===== src/rtl/char_console_writer_pkg.sv =====
// Shared constants for the character console writer: ASCII control codes,
// default screen geometry and the FSM state encoding.
package char_console_writer_pkg;

  localparam int AW       = 11;
  localparam int COLS_DEF = 80;
  localparam int ROWS_DEF = 25;

  localparam logic [7:0] CH_SPACE = 8'h20;
  localparam logic [7:0] CH_LF    = 8'h0A;
  localparam logic [7:0] CH_CR    = 8'h0D;
  localparam logic [7:0] CH_BS    = 8'h08;
  localparam logic [7:0] CH_FF    = 8'h0C;

  typedef enum logic [1:0] {
    CLR_ALL  = 2'd0,
    IDLE     = 2'd1,
    CLR_LINE = 2'd2
  } state_e;

  function automatic logic is_printable(input logic [7:0] c);
    return (c >= 8'h20) && (c <= 8'h7E);
  endfunction

endpackage


===== src/rtl/char_console_writer_cursor_blink.sv =====
// Cursor blink phase generator; present only when CHAR_CURSOR_EN is defined.
// Every accepted byte restarts the half-period with the cursor shown.
module char_cursor_blink #(
  parameter int BLINK_CYCLES = 16_000_000
) (
  input  logic CLK,
  input  logic RST,
  input  logic kick_i,
  output logic cursor_on_o
);

  localparam int CW = (BLINK_CYCLES > 1) ? $clog2(BLINK_CYCLES) : 1;
  localparam logic [CW-1:0] RELOAD = CW'(BLINK_CYCLES - 1);

  logic [CW-1:0] cnt_q;
  logic          on_q;

  always_ff @(posedge CLK) begin
    if (RST) begin
      cnt_q <= RELOAD;
      on_q  <= 1'b0;
    end else if (kick_i) begin
      cnt_q <= RELOAD;
      on_q  <= 1'b1;
    end else if (cnt_q == '0) begin
      cnt_q <= RELOAD;
      on_q  <= ~on_q;
    end else begin
      cnt_q <= cnt_q - CW'(1);
    end
  end

  assign cursor_on_o = on_q;

endmodule


===== src/rtl/char_console_writer.sv =====
// Byte stream to char RAM writer with cursor tracking and self-driven clears.
// Optional cursor outputs and blink counter are enabled by CHAR_CURSOR_EN.
//   state    | meaning
//   CLR_ALL  | writing spaces over the whole screen, input stalled
//   IDLE     | accepting bytes
//   CLR_LINE | writing spaces over the cursor row, input stalled
module char_console_writer
  import char_console_writer_pkg::*;
#(
  parameter int COLS = COLS_DEF,
  parameter int ROWS = ROWS_DEF
`ifdef CHAR_CURSOR_EN
  , parameter int BLINK_CYCLES = 16_000_000
`endif
) (
  input  logic          CLK,
  input  logic          RST,
  input  logic [7:0]    in_data,
  input  logic          in_valid,
  output logic          in_ready,
  output logic [AW-1:0] write_character_pos,
  output logic [7:0]    write_character,
  output logic          write_strobe
`ifdef CHAR_CURSOR_EN
  , output logic [AW-1:0] cursor_pos
  , output logic          cursor_on
`endif
);

  localparam logic [AW-1:0] COLS_A  = AW'(COLS);
  localparam logic [AW-1:0] ROWS_A  = AW'(ROWS);
  // One bit wider than an address so a full 2048-cell screen still fits.
  localparam logic [AW:0]   TOTAL_C = (AW+1)'(COLS * ROWS);
  localparam logic [AW:0]   LINE_C  = (AW+1)'(COLS);

  state_e        state_q, state_d;
  logic [AW-1:0] row_q, row_d, col_q, col_d, pos_q, pos_d;
  logic [AW-1:0] clr_addr_q, clr_addr_d;
  logic [AW:0]   clr_cnt_q, clr_cnt_d;
  logic [AW-1:0] wpos_q, wpos_d;
  logic [7:0]    wchr_q, wchr_d;
  logic          wstb_q, wstb_d, rdy_q, rdy_d;
  logic          accept, new_line;

  assign accept = in_valid & rdy_q;

  always_comb begin
    state_d    = state_q;
    row_d      = row_q;
    col_d      = col_q;
    pos_d      = pos_q;
    clr_addr_d = clr_addr_q;
    clr_cnt_d  = clr_cnt_q;
    wpos_d     = wpos_q;
    wchr_d     = wchr_q;
    wstb_d     = 1'b0;
    new_line   = 1'b0;
    case (state_q)
      IDLE: begin
        if (accept) begin
          if (is_printable(in_data)) begin
            wstb_d = 1'b1;
            wpos_d = pos_q;
            wchr_d = in_data;
            if (col_q == COLS_A - 11'd1) begin
              new_line = 1'b1;
            end else begin
              col_d = col_q + 11'd1;
              pos_d = pos_q + 11'd1;
            end
          end else begin
            case (in_data)
              CH_LF: new_line = 1'b1;
              CH_CR: begin
                col_d = '0;
                pos_d = pos_q - col_q;
              end
              CH_BS: begin
                if (col_q != '0) begin
                  col_d  = col_q - 11'd1;
                  pos_d  = pos_q - 11'd1;
                  wstb_d = 1'b1;
                  wpos_d = pos_q - 11'd1;
                  wchr_d = CH_SPACE;
                end
              end
              CH_FF: begin
                row_d      = '0;
                col_d      = '0;
                pos_d      = '0;
                clr_addr_d = '0;
                clr_cnt_d  = TOTAL_C;
                state_d    = CLR_ALL;
              end
              default: ;
            endcase
          end
        end
      end
      CLR_ALL, CLR_LINE: begin
        // The extra cycle at count zero keeps in_ready low until after the last strobe.
        if (clr_cnt_q != '0) begin
          wstb_d     = 1'b1;
          wpos_d     = clr_addr_q;
          wchr_d     = CH_SPACE;
          clr_addr_d = clr_addr_q + 11'd1;
          clr_cnt_d  = clr_cnt_q - 12'd1;
        end else begin
          state_d = IDLE;
        end
      end
      default: begin
        state_d    = CLR_ALL;
        clr_addr_d = '0;
        clr_cnt_d  = TOTAL_C;
      end
    endcase

    if (new_line) begin
      col_d     = '0;
      state_d   = CLR_LINE;
      clr_cnt_d = LINE_C;
      if (row_q == ROWS_A - 11'd1) begin
        row_d = '0;
        pos_d = '0;
      end else begin
        row_d = row_q + 11'd1;
        pos_d = pos_q - col_q + COLS_A;
      end
      clr_addr_d = pos_d;
    end

    rdy_d = (state_d == IDLE);
  end

  always_ff @(posedge CLK) begin
    if (RST) begin
      state_q    <= CLR_ALL;
      row_q      <= '0;
      col_q      <= '0;
      pos_q      <= '0;
      clr_addr_q <= '0;
      clr_cnt_q  <= TOTAL_C;
      wpos_q     <= '0;
      wchr_q     <= '0;
      wstb_q     <= 1'b0;
      rdy_q      <= 1'b0;
    end else begin
      state_q    <= state_d;
      row_q      <= row_d;
      col_q      <= col_d;
      pos_q      <= pos_d;
      clr_addr_q <= clr_addr_d;
      clr_cnt_q  <= clr_cnt_d;
      wpos_q     <= wpos_d;
      wchr_q     <= wchr_d;
      wstb_q     <= wstb_d;
      rdy_q      <= rdy_d;
    end
  end

  assign in_ready            = rdy_q;
  assign write_character_pos = wpos_q;
  assign write_character     = wchr_q;
  assign write_strobe        = wstb_q;

`ifdef CHAR_CURSOR_EN
  char_cursor_blink #(.BLINK_CYCLES(BLINK_CYCLES)) u_blink (
    .CLK         (CLK),
    .RST         (RST),
    .kick_i      (accept),
    .cursor_on_o (cursor_on)
  );
  assign cursor_pos = pos_q;
`endif

endmodule


===== config.mk =====
export PLATFORM = sky130hd
export DESIGN_NAME = char_console_writer
export DESIGN_NICKNAME = d
export VERILOG_FILES = /design/src/rtl/char_console_writer_pkg.sv /design/src/rtl/char_console_writer_cursor_blink.sv /design/src/rtl/char_console_writer.sv
export SDC_FILE = /design/constraint.sdc
export NUM_CORES = 1
export LEC_CHECK = 0
export BUFFER_PORTS_ARGS = -buffer_cell sky130_fd_sc_hd__buf_4
export CORE_ASPECT_RATIO = 1.2
export CORE_MARGIN = 5
export CORE_UTILIZATION = 54
export DETAILED_ROUTE_END_ITERATION = 8
export PLACE_DENSITY = 0.75
export SYNTH_ARGS = -nofsm -noshare
export SYNTH_HDL_FRONTEND = slang
export SYNTH_SLANG_ARGS = --single-unit
export TNS_END_PERCENT = 30

===== constraint.sdc =====
create_clock -name CLK -period 2.55 [get_ports CLK]
set_input_delay 0.51 -clock CLK [delete_from_list [all_inputs] [get_ports CLK]]
set_output_delay 0.51 -clock CLK [all_outputs]
set_load 0.01 [all_outputs]

# [After elaboration in Yosys (flattened, before gate mapping)]
# Index checks and enable logic that the tools add are counted.
[totals] register_bits=79 input_bits=11 word_cells=121
[op_classes] addsub=9 magnitude_cmp=2 n_eq_ne=24 mux=55 n_bitwise=1 n_reduce_logical=19
[ops] op="11-bit two-way mux" count=23
[ops] op="11-bit case mux with 2 select lines" count=3
[ops] op="12-bit two-way mux" count=4
[ops] op="11-bit by 1-bit adder with 11-bit output (second input constant)" count=4
[ops] op="8-bit two-way mux" count=5
[ops] op="11-bit case mux with 3 select lines" count=1
[ops] op="8-bit by 4-bit equality test with 1-bit output (second input constant)" count=4
[ops] op="12-bit case mux with 2 select lines" count=1
[ops] op="11-bit by 1-bit subtractor with 11-bit output (second input constant)" count=2
[ops] op="3-bit != test (second input constant)" count=6
[ops] op="8-bit case mux with 2 select lines" count=1
[ops] op="5-bit AND reduction" count=3
[ops] op="4-bit AND reduction" count=3
[ops] op="12-bit nonzero test" count=1
[ops] op="12-bit by 1-bit subtractor with 12-bit output (second input constant)" count=1
[ops] op="11-bit by 7-bit adder with 11-bit output (second input constant)" count=1
[ops] op="11-bit by 5-bit equality test with 1-bit output (second input constant)" count=1
[ops] op="11-bit by 7-bit equality test with 1-bit output (second input constant)" count=1
[ops] op="11-bit nonzero test" count=1
[ops] op="11-bit subtractor" count=1
[ops] op="1-bit two-way mux" count=10
[ops] op="2-bit two-way mux" count=5
[ops] op="2-bit != test (second input constant)" count=5
[ops] op="8-bit by 6-bit >= comparator with 1-bit output (second input constant)" count=1
[ops] op="other kinds (15)" count=22

# [Logic depth before layout (Yosys ltp)]
[logic_depth] word_depth=7 mapped_depth=14 mapped_depth_nobuf=13

# [Worst setup path after synthesis]
# Ideal clock, no wire load.
[synth_timing] kind="register to register" from="reg pos_q[0]" to="reg pos_q[10]" setup_ps=132 arrival_ps=2649 slack_ps=-230 path_stages_with_launch=12 n_path_buf=1 path_cell_list="dfxtp_1 > clkbuf_1 > inv_1 > ha_1 > fa_1 > nor2b_1 > o2111ai_1 > and4_1 > or2_2 > a221o_1 > o211ai_1 > o211ai_1"
[synth_via] elab_chain_cells=7 word_cells_on_any_way=12 cone_classes="4 x add/sub; 8 x mux"
[synth_rtl] item="start, declared" line="char_console_writer.sv:37" rtl="logic [AW-1:0] row_q, row_d, col_q, col_d, pos_q, pos_d;"
[synth_rtl] item="start signal, assigned" line="char_console_writer.sv:152" rtl="pos_q <= pos_d;"
[synth_rtl] item="parallel branches: the longest is 6 deep, another holds 11-bit subtractor"
[synth_rtl] item="11-bit two-way mux *" line="char_console_writer.sv:119" rtl="if (new_line) begin"
# Every way passes the cells marked *. The select of a mux whose other input is x is not followed.
# A chain may end at the register's enable or synchronous reset.

# [Worst setup path after layout]
# Ends and elaborated chain as after synthesis.

==> metrics.txt <==
run status complete, no violations; number of buffers inserted for hold repair after clock tree synthesis 0; PwrDens 418 nW/um^2; via/cell ratio 6.30; final-report max-slew violation count 0; critical path type reg -> reg; die extent in y 120 um; final global-route overflow total 0; final count of hold timing violations 0; clock latency reported for the late side of the worst-skew pair 340 ps; worst-case hold slack 453 ps; first-iteration detailed-routing DRC count 644; total placed cells including tap cells 901; Placer Congestion 0.972; Final Net Count 827; wire length of the first global-routing pass 26000 um; Syn. warnings 0; Synth Register Bits 79; number of vias after detailed routing 5832; count of cell types in the netlist 71; post-detail-place hpwl 11300 um; Core Util, Final 0.681; kind of launch point of the worst setup path flop; CTS clk-pin slew, worst paths 60 ps; cell row count 40; clock period minus final worst setup slack 2530 ps; clock tree skew after final layout 7.03 ps; core footprint 9910 sq um; setup-violating endpoint count in the final report 0; WL final 16100 um; largest net degree at the start of global routing 45; number of enable flip-flop cells after synthesis 0; final clock period utilization by the worst path 0.993; netlist area before placement 5420 sq um; Post-synth top flop dfxtp_1; CP Capture Type flop; share of flip-flops with an asynchronous set or reset 0; worst-case headroom to the max-slew limit 0.533; unrepaired setup endpoints after global routing yes; via count of the first global-routing pass 5435; # Max-Cap Violations 0; share of post-route cells with drive strength above 1 0.235; clock tree from TritonCTS done; Seq/Total Area, Yosys 0.292; Slew @ Worst Pin 700 ps; post-synthesis cell count 724; deepest clock path buffer count 2; arrival time at the worst endpoint 2740 ps; Layout fillers 801; post-synthesis net count 755; Hold Path Class reg -> reg; initial standard-cell utilization of the core 0.547; area growth from synthesis to layout 24.6%; standby leakage power 2.64 nW; antenna violations before repair 0; endpoint required time on the critical path 2760 ps; DIE AREA 12100 sq um; buffer type at the clock tree root clkbuf_16; total routing resource utilization after global routing 0.261; setup TNS 0 ps; Worst Path Max Fanout 3; Ports 32; clock sinks 79; drt wl/cell 17.4 um; VDD IR max 0.412 mV; cts bufs inserted 9; total inserted antenna cells 0; H-Tree Depth 3; die span in x 101 um; First-pass DRT Iterations 5; post-synthesis area per instance 7.48 sq um; maximum achievable frequency 0.395 GHz; total of buffers placed on input and output ports 31; number of nets with antenna violations after routing 0; Finished Layout Cells 926; DR DRC count 0
-- where the power goes --
group	total (W)	leakage, nW	internal (W)	switching, W
Sequential	0.00128	0.641	0.00126	0.0000223
Clock	0.00130	0.142	0.000785	0.000519
Combinational	0.000233	1.85	0.0000995	0.000134
-- state kept, by name, indices dropped and copies added (netlist names) --
signal and count:
clr_addr_q 11, clr_cnt_q 12, col_q 11, in_ready 1, pos_q 11, row_q 11, state_q 2, write_character 8
write_character_pos 11, write_strobe 1
-- synth_stat cells, types with 5 or more instances --
cell | instances | share of area
o211ai_1 | 7 | 0.0097
a21oi_1 | 66 | 0.061
nor3b_1 | 5 | 0.0069
xnor2_1 | 21 | 0.034
ha_1 | 19 | 0.044
nor4_1 | 13 | 0.015
inv_1 | 30 | 0.021
o21ai_0 | 47 | 0.043
nand3_1 | 28 | 0.026
and3_1 | 17 | 0.020
nor3_1 | 22 | 0.020
clkbuf_1 | 35 | 0.024
nand4_1 | 15 | 0.017
buf_2 | 5 | 0.0046
o221ai_1 | 7 | 0.011
mux2i_1 | 5 | 0.0092
a31oi_1 | 11 | 0.013
dfxtp_1 | 79 | 0.29
a22oi_1 | 5 | 0.0069
and2_1 | 5 | 0.0058
xor2_1 | 22 | 0.036
nand2_1 | 66 | 0.046
or4_1 | 5 | 0.0069
o31ai_1 | 8 | 0.011
nor2_1 | 80 | 0.055
a211oi_1 | 15 | 0.021
-- worst paths after layout --
| check | endpoint | depth (start not counted) | startpoint | slack [ps] |
|---|---|---|---|---|
| setup / recovery | pos_q[10] | 12 | pos_q[0] | 20 |
| hold / removal | write_character_pos[7] | 2 | write_character_pos[7] | 450 |
| setup reg to reg | pos_q[10] | 12 | pos_q[0] | 20 |
| hold reg to reg | write_character_pos[7] | 2 | write_character_pos[7] | 450 |
-- routing by layer --
| layer | GRT usage | share of wire | routed length (um) |
|---|---|---|---|
| met1 | 0.337 | 0.42 | 6710 |
| met2 | 0.424 | 0.48 | 7730 |
| met3 | 0.0390 | 0.068 | 1090 |
| met4 | 0.121 | 0.037 | 602 |
| met5 | 0 | 0 | 0 |
-- cell families after synthesis --
group                      Yosys count  share of synthesized area
and+or+nand+nor                    284                      0.264
adders and majority gates           20                     0.0476
xor gates and xnor gates            43                     0.0695
muxes                                5                    0.00924
AOI/OAI and AO/OA                  215                      0.257
buffers and inverters               78                     0.0601
DFF                                 79                      0.292
-- what timing repair did --
item                       4_1_cts  5_1_grt
setup buffers                    3        6
gates resized for setup         14       50
setup endpoints to repair       15       38
pin swaps                        6       14
gates cloned                     0        1
-- metrics by stage --
| stage | total power, W | worst slack [ps] | instance area [sq um] |
|---|---|---|---|
| 2_1_floorplan | 0.00146 | 13.1 | 5430 |
| 3_3_place_gp | 0.00153 | 8.07 | 6130 |
| 3_5_place_dp | 0.00153 | -113 | 6130 |
| 4_1_cts | 0.00282 | 8.49 | 6510 |
| 5_1_grt | 0.00293 | -75.1 | 6750 |
| 6_report | 0.00282 | 18.4 | 6750 |
-- area by class of cell --
class,instances,area [sq um],share of cell area
multi-input cells,568,3770,0.559
flip-flops and latches,79,1590,0.235
repair buffers,108,823,0.122
clock buffers,11,243,0.0360
well taps,126,158,0.0234
inverters,30,113,0.0167
clock inverters,4,55.1,0.00816
-- placed cells by master (no fill, tap or decap), drive strengths merged, types with 4 or more instances in the layout --
master    n
or2       5
nor2     81
inv      31
buf     108
clkbuf   11
mux2i     5
a31oi    11
xor2     22
o31ai     8
o221ai    7
nand4b    4
nor3b     5
nand3    28
ha       19
dfxtp    79
a221o     4
and2      5
a32oi     4
nand4    15
xnor2    21
o21ai    50
nand2    66
and3     17
a22oi     5
or4       7
o22ai     4
a211oi   17
a21oi    66
nor4     14
nor3     23
o211ai    7
-- critical path, cell delays in order, from the launching register on --
cell and delay [ps]:
dfxtp_2 340, inv_2 50, ha_4 160, fa_2 380, nor2b_4 140, o2111ai_2 160, a31oi_2 320, buf_4 150
buf_4 90, mux2i_1 200, nand2_1 110, a21oi_1 190, o211ai_1 100
Power figures use the tool's default switching activity.
